**src/rtl/riscv_v_wb_queue_if.sv**
```systemverilog
// Enqueue/drain bundle between the vector EXE stage, the write-back queue and the register-file write ports.
interface riscv_v_wb_queue_if #(
    parameter int DATA_W = 128,
    parameter int REG_AW = 5,
    parameter int INT_W  = 32,
    parameter int CNT_W  = 16
);
    localparam int NBYTES = DATA_W / 8;
    localparam int VL_W   = $clog2(NBYTES) + 1;

    logic              flush;
    logic              in_valid;
    logic              in_ready;
    logic [DATA_W-1:0] in_vec_result;
    logic [INT_W-1:0]  in_int_result;
    logic              in_vec_we;
    logic              in_int_we;
    logic [REG_AW-1:0] in_vd;
    logic [REG_AW-1:0] in_rd;
    logic [1:0]        in_osize;
    logic [VL_W-1:0]   in_vl;
    logic              in_vm;
    logic [NBYTES-1:0] in_mask;
    logic              out_valid;
    logic              out_ready;
    logic              vrf_we;
    logic [REG_AW-1:0] vrf_addr;
    logic [DATA_W-1:0] vrf_wdata;
    logic [NBYTES-1:0] vrf_be;
    logic              rf_we;
    logic [REG_AW-1:0] rf_addr;
    logic [INT_W-1:0]  rf_wdata;
    logic [CNT_W-1:0]  retire_cnt;

    modport master (
        output flush, in_valid, in_vec_result, in_int_result, in_vec_we, in_int_we,
               in_vd, in_rd, in_osize, in_vl, in_vm, in_mask, out_ready,
        input  in_ready, out_valid, vrf_we, vrf_addr, vrf_wdata, vrf_be,
               rf_we, rf_addr, rf_wdata, retire_cnt
    );

    modport slave (
        input  flush, in_valid, in_vec_result, in_int_result, in_vec_we, in_int_we,
               in_vd, in_rd, in_osize, in_vl, in_vm, in_mask, out_ready,
        output in_ready, out_valid, vrf_we, vrf_addr, vrf_wdata, vrf_be,
               rf_we, rf_addr, rf_wdata, retire_cnt
    );
endinterface

```
**src/rtl/riscv_v_wb_queue.sv**
```systemverilog
// Vector/integer write-back queue: captures EXE results with precomputed byte enables and
// drains them to the register-file write ports, with flush and a saturating retire counter.
module riscv_v_wb_queue_chk #(
    parameter int NBYTES = 16
) (
    input logic              clk,
    input logic              rst,
    input logic              full,
    input logic              in_valid,
    input logic              in_ready,
    input logic [NBYTES-1:0] in_be,
    input logic [NBYTES-1:0] be_bound,
    input logic              vrf_we,
    input logic              out_valid
);
    a_no_push_full: assert property (@(posedge clk) disable iff (!rst) full |-> !(in_valid && in_ready));
    a_be_in_vl:     assert property (@(posedge clk) disable iff (!rst) (in_be & ~be_bound) == '0);
    a_we_valid:     assert property (@(posedge clk) disable iff (!rst) vrf_we |-> out_valid);
endmodule

module riscv_v_wb_queue #(
    parameter int DATA_W = 128,
    parameter int NBYTES = DATA_W / 8,
    parameter int DEPTH  = 2,
    parameter int REG_AW = 5,
    parameter int INT_W  = 32,
    parameter int CNT_W  = 16
) (
    input logic               clk,
    input logic               rst,
    riscv_v_wb_queue_if.slave bus
);
    localparam int VL_W = $clog2(NBYTES) + 1;
    localparam int AW   = $clog2(DEPTH);
    localparam logic [AW:0]      PTR_ONE = (AW + 1)'(1);
    localparam logic [CNT_W-1:0] CNT_ONE = CNT_W'(1);

    // Byte b belongs to element b>>osize; it is enabled when that element is inside vl_eff and unmasked.
    function automatic logic [NBYTES-1:0] calc_be(input logic [1:0] osize, input logic [VL_W-1:0] vl,
                                                  input logic vm, input logic [NBYTES-1:0] mask);
        logic [VL_W-1:0]   max_el;
        logic [VL_W-1:0]   vl_eff;
        logic [VL_W-1:0]   elem;
        logic [NBYTES-1:0] be;
        max_el = VL_W'(NBYTES) >> osize;
        vl_eff = (vl < max_el) ? vl : max_el;
        be     = '0;
        for (int b = 0; b < NBYTES; b++) begin
            elem = VL_W'(b) >> osize;
            if ((elem < vl_eff) && (vm || mask[elem[VL_W-2:0]])) be[b] = 1'b1;
            else                                                 be[b] = 1'b0;
        end
        return be;
    endfunction

    logic [DATA_W-1:0] vdata_r [DEPTH];
    logic [INT_W-1:0]  idata_r [DEPTH];
    logic [REG_AW-1:0] vd_r    [DEPTH];
    logic [REG_AW-1:0] rd_r    [DEPTH];
    logic [NBYTES-1:0] be_r    [DEPTH];
    logic [DEPTH-1:0]  vwe_r;
    logic [DEPTH-1:0]  iwe_r;
    logic [AW:0]       wr_ptr_r;
    logic [AW:0]       rd_ptr_r;
    logic [CNT_W-1:0]  retire_cnt_r;

    logic              full_s;
    logic              empty_s;
    logic              push_s;
    logic              pop_s;
    logic [AW-1:0]     head_s;
    logic [AW-1:0]     tail_s;
    logic [NBYTES-1:0] in_be_s;
    logic [NBYTES-1:0] be_bound_s;

    // Occupancy, handshake and enqueue byte-enable computation.
    always_comb begin
        empty_s     = (wr_ptr_r == rd_ptr_r);
        full_s      = (wr_ptr_r[AW] != rd_ptr_r[AW]) && (wr_ptr_r[AW-1:0] == rd_ptr_r[AW-1:0]);
        head_s      = rd_ptr_r[AW-1:0];
        tail_s      = wr_ptr_r[AW-1:0];
        bus.in_ready = !full_s && !bus.flush;
        push_s      = bus.in_valid && !full_s && !bus.flush;
        pop_s       = !empty_s && bus.out_ready && !bus.flush;
        be_bound_s  = calc_be(bus.in_osize, bus.in_vl, 1'b1, {NBYTES{1'b1}});
        if (bus.in_vec_we) in_be_s = calc_be(bus.in_osize, bus.in_vl, bus.in_vm, bus.in_mask);
        else               in_be_s = '0;
    end

    // Entry storage, written at the tail on accept.
    always_ff @(posedge clk or negedge rst) begin
        if (!rst) begin
            for (int i = 0; i < DEPTH; i++) begin
                vdata_r[i] <= '0;
                idata_r[i] <= '0;
                vd_r[i]    <= '0;
                rd_r[i]    <= '0;
                be_r[i]    <= '0;
            end
            vwe_r <= '0;
            iwe_r <= '0;
        end else if (push_s) begin
            vdata_r[tail_s] <= bus.in_vec_result;
            idata_r[tail_s] <= bus.in_int_result;
            vd_r[tail_s]    <= bus.in_vd;
            rd_r[tail_s]    <= bus.in_rd;
            be_r[tail_s]    <= in_be_s;
            vwe_r[tail_s]   <= bus.in_vec_we;
            iwe_r[tail_s]   <= bus.in_int_we;
        end
    end

    // Pointers carry an extra wrap bit so full and empty are distinguishable; flush empties the queue.
    always_ff @(posedge clk or negedge rst) begin
        if (!rst) begin
            wr_ptr_r <= '0;
            rd_ptr_r <= '0;
        end else if (bus.flush) begin
            wr_ptr_r <= '0;
            rd_ptr_r <= '0;
        end else begin
            if (push_s) wr_ptr_r <= wr_ptr_r + PTR_ONE;
            if (pop_s)  rd_ptr_r <= rd_ptr_r + PTR_ONE;
        end
    end

    // Retire counter saturates at all-ones; zero-vl entries still count.
    always_ff @(posedge clk or negedge rst) begin
        if (!rst)                                    retire_cnt_r <= '0;
        else if (pop_s && (retire_cnt_r != '1))      retire_cnt_r <= retire_cnt_r + CNT_ONE;
    end

    // Write-port outputs come only from the head entry and read as zero while empty.
    always_comb begin
        bus.out_valid  = !empty_s;
        bus.retire_cnt = retire_cnt_r;
        bus.vrf_we     = 1'b0;
        bus.vrf_addr   = '0;
        bus.vrf_wdata  = '0;
        bus.vrf_be     = '0;
        bus.rf_we      = 1'b0;
        bus.rf_addr    = '0;
        bus.rf_wdata   = '0;
        if (!empty_s) begin
            bus.vrf_we    = pop_s && vwe_r[head_s] && (be_r[head_s] != '0);
            bus.vrf_addr  = vd_r[head_s];
            bus.vrf_wdata = vdata_r[head_s];
            bus.vrf_be    = be_r[head_s];
            bus.rf_we     = pop_s && iwe_r[head_s];
            bus.rf_addr   = rd_r[head_s];
            bus.rf_wdata  = idata_r[head_s];
        end else begin
            bus.vrf_we    = 1'b0;
        end
    end

    riscv_v_wb_queue_chk #(.NBYTES(NBYTES)) u_chk (
        .clk       (clk),
        .rst       (rst),
        .full      (full_s),
        .in_valid  (bus.in_valid),
        .in_ready  (bus.in_ready),
        .in_be     (in_be_s),
        .be_bound  (be_bound_s),
        .vrf_we    (bus.vrf_we),
        .out_valid (bus.out_valid)
    );
endmodule

```
**src/flat_wrapper.sv**
```systemverilog
// flat-port wrapper written by rule: the top's interface ports become plain ports
module riscv_v_wb_queue_flat 
#(
    parameter int DATA_W = 128,
    parameter int NBYTES = DATA_W / 8,
    parameter int DEPTH  = 2,
    parameter int REG_AW = 5,
    parameter int INT_W  = 32,
    parameter int CNT_W  = 16
)
  (clk, rst, bus_flush, bus_in_valid, bus_in_vec_result, bus_in_int_result, bus_in_vec_we, bus_in_int_we, bus_in_vd, bus_in_rd, bus_in_osize, bus_in_vl, bus_in_vm, bus_in_mask, bus_out_ready, bus_in_ready, bus_out_valid, bus_vrf_we, bus_vrf_addr, bus_vrf_wdata, bus_vrf_be, bus_rf_we, bus_rf_addr, bus_rf_wdata, bus_retire_cnt);
  riscv_v_wb_queue_if #(.DATA_W(DATA_W), .REG_AW(REG_AW), .INT_W(INT_W), .CNT_W(CNT_W)) bus_i ();
  input logic clk;
  input logic rst;
  input wire logic [$bits(bus_i.flush)-1:0] bus_flush;
  input wire logic [$bits(bus_i.in_valid)-1:0] bus_in_valid;
  input wire logic [$bits(bus_i.in_vec_result)-1:0] bus_in_vec_result;
  input wire logic [$bits(bus_i.in_int_result)-1:0] bus_in_int_result;
  input wire logic [$bits(bus_i.in_vec_we)-1:0] bus_in_vec_we;
  input wire logic [$bits(bus_i.in_int_we)-1:0] bus_in_int_we;
  input wire logic [$bits(bus_i.in_vd)-1:0] bus_in_vd;
  input wire logic [$bits(bus_i.in_rd)-1:0] bus_in_rd;
  input wire logic [$bits(bus_i.in_osize)-1:0] bus_in_osize;
  input wire logic [$bits(bus_i.in_vl)-1:0] bus_in_vl;
  input wire logic [$bits(bus_i.in_vm)-1:0] bus_in_vm;
  input wire logic [$bits(bus_i.in_mask)-1:0] bus_in_mask;
  input wire logic [$bits(bus_i.out_ready)-1:0] bus_out_ready;
  output wire logic [$bits(bus_i.in_ready)-1:0] bus_in_ready;
  output wire logic [$bits(bus_i.out_valid)-1:0] bus_out_valid;
  output wire logic [$bits(bus_i.vrf_we)-1:0] bus_vrf_we;
  output wire logic [$bits(bus_i.vrf_addr)-1:0] bus_vrf_addr;
  output wire logic [$bits(bus_i.vrf_wdata)-1:0] bus_vrf_wdata;
  output wire logic [$bits(bus_i.vrf_be)-1:0] bus_vrf_be;
  output wire logic [$bits(bus_i.rf_we)-1:0] bus_rf_we;
  output wire logic [$bits(bus_i.rf_addr)-1:0] bus_rf_addr;
  output wire logic [$bits(bus_i.rf_wdata)-1:0] bus_rf_wdata;
  output wire logic [$bits(bus_i.retire_cnt)-1:0] bus_retire_cnt;
  assign bus_i.flush = bus_flush;
  assign bus_i.in_valid = bus_in_valid;
  assign bus_i.in_vec_result = bus_in_vec_result;
  assign bus_i.in_int_result = bus_in_int_result;
  assign bus_i.in_vec_we = bus_in_vec_we;
  assign bus_i.in_int_we = bus_in_int_we;
  assign bus_i.in_vd = bus_in_vd;
  assign bus_i.in_rd = bus_in_rd;
  assign bus_i.in_osize = bus_in_osize;
  assign bus_i.in_vl = bus_in_vl;
  assign bus_i.in_vm = bus_in_vm;
  assign bus_i.in_mask = bus_in_mask;
  assign bus_i.out_ready = bus_out_ready;
  assign bus_in_ready = bus_i.in_ready;
  assign bus_out_valid = bus_i.out_valid;
  assign bus_vrf_we = bus_i.vrf_we;
  assign bus_vrf_addr = bus_i.vrf_addr;
  assign bus_vrf_wdata = bus_i.vrf_wdata;
  assign bus_vrf_be = bus_i.vrf_be;
  assign bus_rf_we = bus_i.rf_we;
  assign bus_rf_addr = bus_i.rf_addr;
  assign bus_rf_wdata = bus_i.rf_wdata;
  assign bus_retire_cnt = bus_i.retire_cnt;
  riscv_v_wb_queue #(.DATA_W(DATA_W), .NBYTES(NBYTES), .DEPTH(DEPTH), .REG_AW(REG_AW), .INT_W(INT_W), .CNT_W(CNT_W)) u_core (.clk(clk), .rst(rst), .bus(bus_i));
endmodule
```
**config.mk**
```make
export PLATFORM = sky130hd
export DESIGN_NAME = riscv_v_wb_queue_flat
export DESIGN_NICKNAME = d
export VERILOG_FILES = /design/src/rtl/riscv_v_wb_queue_if.sv /design/src/rtl/riscv_v_wb_queue.sv /design/src/flat_wrapper.sv
export SDC_FILE = /design/constraint.sdc
export NUM_CORES = 1
export LEC_CHECK = 0
export BUFFER_PORTS_ARGS = -buffer_cell sky130_fd_sc_hd__buf_2
export CAP_MARGIN = 20
export CORE_ASPECT_RATIO = 0.9
export CORE_MARGIN = 2
export CORE_UTILIZATION = 40
export DETAILED_ROUTE_END_ITERATION = 12
export PLACE_DENSITY = 0.67
export SLEW_MARGIN = 20
export SYNTH_ARGS = -nofsm -noshare
export SYNTH_HDL_FRONTEND = slang
export SYNTH_HIERARCHICAL = 1
export SYNTH_SLANG_ARGS = --single-unit
```
**constraint.sdc**
```tcl
create_clock -name clk -period 2.9 [get_ports clk]
set_clock_uncertainty 0.15 [all_clocks]
set_input_delay 0.435 -clock clk [delete_from_list [all_inputs] [get_ports clk]]
set_output_delay 0.435 -clock clk [all_outputs]
set_load 0.02 [all_outputs]
```
==> impl_metrics.yaml <==
status:
  outcome: "completed"
detailed_routing:
  routed_wl_um: 63200
  firstDrtPassIters: 5
  drtIter0Drc: 1416
  wl_per_cell_um: 17.7
  ant_nets: 0
  viasPerCell: 5.19
  drc: 0
  vias: 18500
setup_path:
  r2r_cells: 6
  worst-path-buf-inv: 3
  worstReg2RegStart: "u_core/rd_ptr_r[0]$_DFFE_PN0P_"
  slowest_delay_ns: 0.54
  r2r-end: "u_core/be_r[9]$_DFFE_PN0P_"
  r2r_setup_slack_ns: 0.28
  critPathMaxFanout: 30
  critPathKind: "reg -> out"
  cp_slowest_cell: "dfrtp_4"
  path_cells: "xor2_2 > nor2_4 > buf_4 > buf_16 > nor2_1 > buf_2"
  arrival_ns: 2.24
  cp.required_ns: 2.32
  worstSetupEndpointType: "primary output"
  path_delay_family: "buffers and inverters"
  start_kind: "flip-flop"
global_route:
  antenna_found_initial: 1
  grt_pass1_vias: 18700
  grt_overflow: 0
  grt_usage_pct: 24.4
  grt_max_degree: 84
  grt_pass1_wl_um: 101000
die:
  placement_rows: 77
  die-area_um2: 51400
  die_y_um: 215
  core-area_um2: 49000
  die_w_um: 239
  io_pins: 407
  floorplan.initialDensity_pct: 40.5
yosys:
  ys_warn_count: 6
  yosys-top-cells-count: "1074 x nand2_1, 396 x dfrtp_1, 218 x nor2_1"
  ys_types: 61
  synth_top_flop_cell: "dfrtp_1"
  synth_top_cell_by_area: "dfrtp_1"
  async_reset_ff_share_pct: 100
  ys_seq_elements: 396
  synth_area_leaders: "dfrtp_1 50%, nand2_1 20%, mux2i_1 10%, nor2_1 4.1%, mux4_2 3.1%"
  yosysTopAreaCellShare_pct: 49.9
  yosysMostFrequentCell: "nand2_1"
  syn_avg_cell_area_um2: 8.53
  yosysSeqAreaShare_pct: 49.9
  synth_nets: 2538
  synth_edf_count: 0
  syn_inst: 2327
  synth_area_um2: 19900
layout:
  fillers: 4262
  final_nets: 3111
  seq_area_um2: 9910
  final_util_pct: 54.7
  area_growth_pct: 35.2
  drive_above_1_share_pct: 22.3
  multi_input_area_um2: 9450
  final_area_um2: 26800
placed_design:
  gp_congestion: 0.895
  port_buffers: 406
  dpl-instance-area_um2: 23300
  place_hpwl_um: 40600
job:
  maxCapViolations: 0
power_and_ir_drop:
  internal_power_uw: 13500
  switchingPower_uw: 7720
  share_comb_of_total_power_pct: 34.7
  peakVddDrop_uv: 537
  power_density_nw_per_um2: 792
  power_frac_seq_pct: 37.0
  pwr-share-clk_pct: 28.4
  sw_frac_of_total_pct: 36.3
  power.leakage_uw: 0.0138
clocking:
  insertion_delay_ns: 0.56
  h-tree-depth: 2
  cts_buffers: 45
  cts_tree: "done"
  cts_root_buf: "clkbuf_16"
  cts_buffer_depth: 3
  cts_sinks: 396
  clkTransAtPathRegs_ns: 0.06
hold_path:
  min_path_cells: 4
  hold_path_class: "in -> reg"
  whs_endpoint: "u_core/rd_ptr_r[0]$_DFFE_PN0P_"
  worstHoldStart: "bus_out_ready"
sta:
  post-route-period-util_pct: 97.4
  worst_slew_pin_slew_ns: 0.716
  max_slew_margin_pct: 52.3
  slew_violations: 0
  hold_viol: 0
  rsz0062_at_grt: "yes"
  setup_violations: 0
  fmax_ghz: 0.354
  fin_crit_ns: 2.82
## tightest hold or removal path, delay by kind of cell
family | cells | cell delay [ns]
buffers and inverters | 1 | 0.11
and+or+nand+nor | 2 | 0.15
xor gates and xnor gates | 1 | 0.06
## flip-flops by register name (all words and copies together), names as in the netlist, 10 cells and up
register	count
u_core/vdata_r	256
u_core/bus.retire_cnt	16
u_core/be_r	32
u_core/vd_r	10
u_core/rd_r	10
u_core/idata_r	64
## cell usage in the layout (no fill, tap or decap), types with 11 or more instances in the layout
cell,n
nor3_1,15
o31ai_1,11
o21ai_0,19
nor2_1,216
dlygate4sd3_1,174
mux2i_1,205
xor2_1,16
xnor2_1,16
dfrtp_1,394
buf_2,405
nand2_1,1074
nand3_1,16
mux2_2,11
buf_4,58
a21oi_1,13
clkbuf_8,14
clkbuf_16,46
buf_12,29
mux4_2,27
## worst max path at each step
stage                                   start                           to  slack, ns  cells after the start
4_1_cts        u_core/rd_ptr_r[0]$_DFFE_PN0P_            bus_vrf_wdata[43]       0.01                      6
5_1_grt                       bus_in_osize[0]  u_core/be_r[27]$_DFFE_PN0P_      -0.03                     16
2_1_floorplan                 bus_in_osize[1]  u_core/be_r[24]$_DFFE_PN0P_      -0.83                     20
3_5_place_dp                  bus_in_osize[1]   u_core/be_r[9]$_DFFE_PN0P_      -0.45                     16
6_report       u_core/rd_ptr_r[0]$_DFFE_PN0P_           bus_vrf_wdata[114]       0.08                      6
3_3_place_gp                  bus_in_osize[1]  u_core/be_r[10]$_DFFE_PN0P_      -0.34                     16
## routing by layer
metal | vias to the layer above | wire length, µm | global-route usage [%] | share of wire [%]
met5 | - | 0 | 0 | 0
met3 | 132 | 5090 | 5.32 | 8.0
met4 | 0 | 1840 | 8.31 | 2.9
met1 | 8974 | 26300 | 32.2 | 42
met2 | 798 | 30000 | 39.6 | 47
li1 | 8641 | - | - | -
## through the flow
| stage | setup slack [ns] | setup TNS (ns) | power [µW] | instances | hold slack, ns |
|---|---|---|---|---|---|
| 6_report | 0.0766 | 0 | 21300 | 3571 | 0.0861 |
| 3_3_place_gp | -0.335 | -5.03 | 14500 | 3304 | 0.306 |
| 3_5_place_dp | -0.448 | -6.45 | 14800 | 3304 | 0.311 |
| 2_1_floorplan | -0.833 | -12.71 | 12200 | 2327 | -0.0106 |
| 5_1_grt | -0.0333 | -0.0587 | 22500 | 3570 | 0.0829 |
| 4_1_cts | 0.00961 | 0 | 21300 | 3569 | 0.0411 |
## power groups by stage
stage | Combinational (µW) | Clock, µW | Sequential (µW)
finish | 7370 | 6030 | 7860
global route | 8030 | 6420 | 8020
floorplan | 4500 | 0 | 7710
global placement | 6730 | 0 | 7820
CTS | 7320 | 6190 | 7830
detailed placement | 6850 | 0 | 7910
## timing repair
action | 4_1_cts | 5_1_grt
endpoints found under the hold margin | 418 | 0
hold buffers | 174 | 0
buffers inserted | 4 | 0
resized for setup | 11 | 7
endpoints found under the setup margin | 122 | 78
cloned | 3 | 1
pin swaps | 1 | 0
## final cells by class
class	count	area share, %
tap	632	2.95
timing repair buffer	677	18.7
clock buffer	69	5.05
inverter	15	0.256
multi-input combinational	1765	35.2
clock inverter	15	0.890
antenna	2	0.0186
sequential	396	36.9
## logic make-up after synthesis
family / synth area share (%)
muxes: 14.2
DFF: 49.9
buffers and inverters: 3.35
adders and majority gates: 0.681
xor gates and xnor gates: 1.50
and+or+nand+nor: 26.7
AOI/OAI and AO/OA: 3.60
Power figures use the tool's default switching activity.
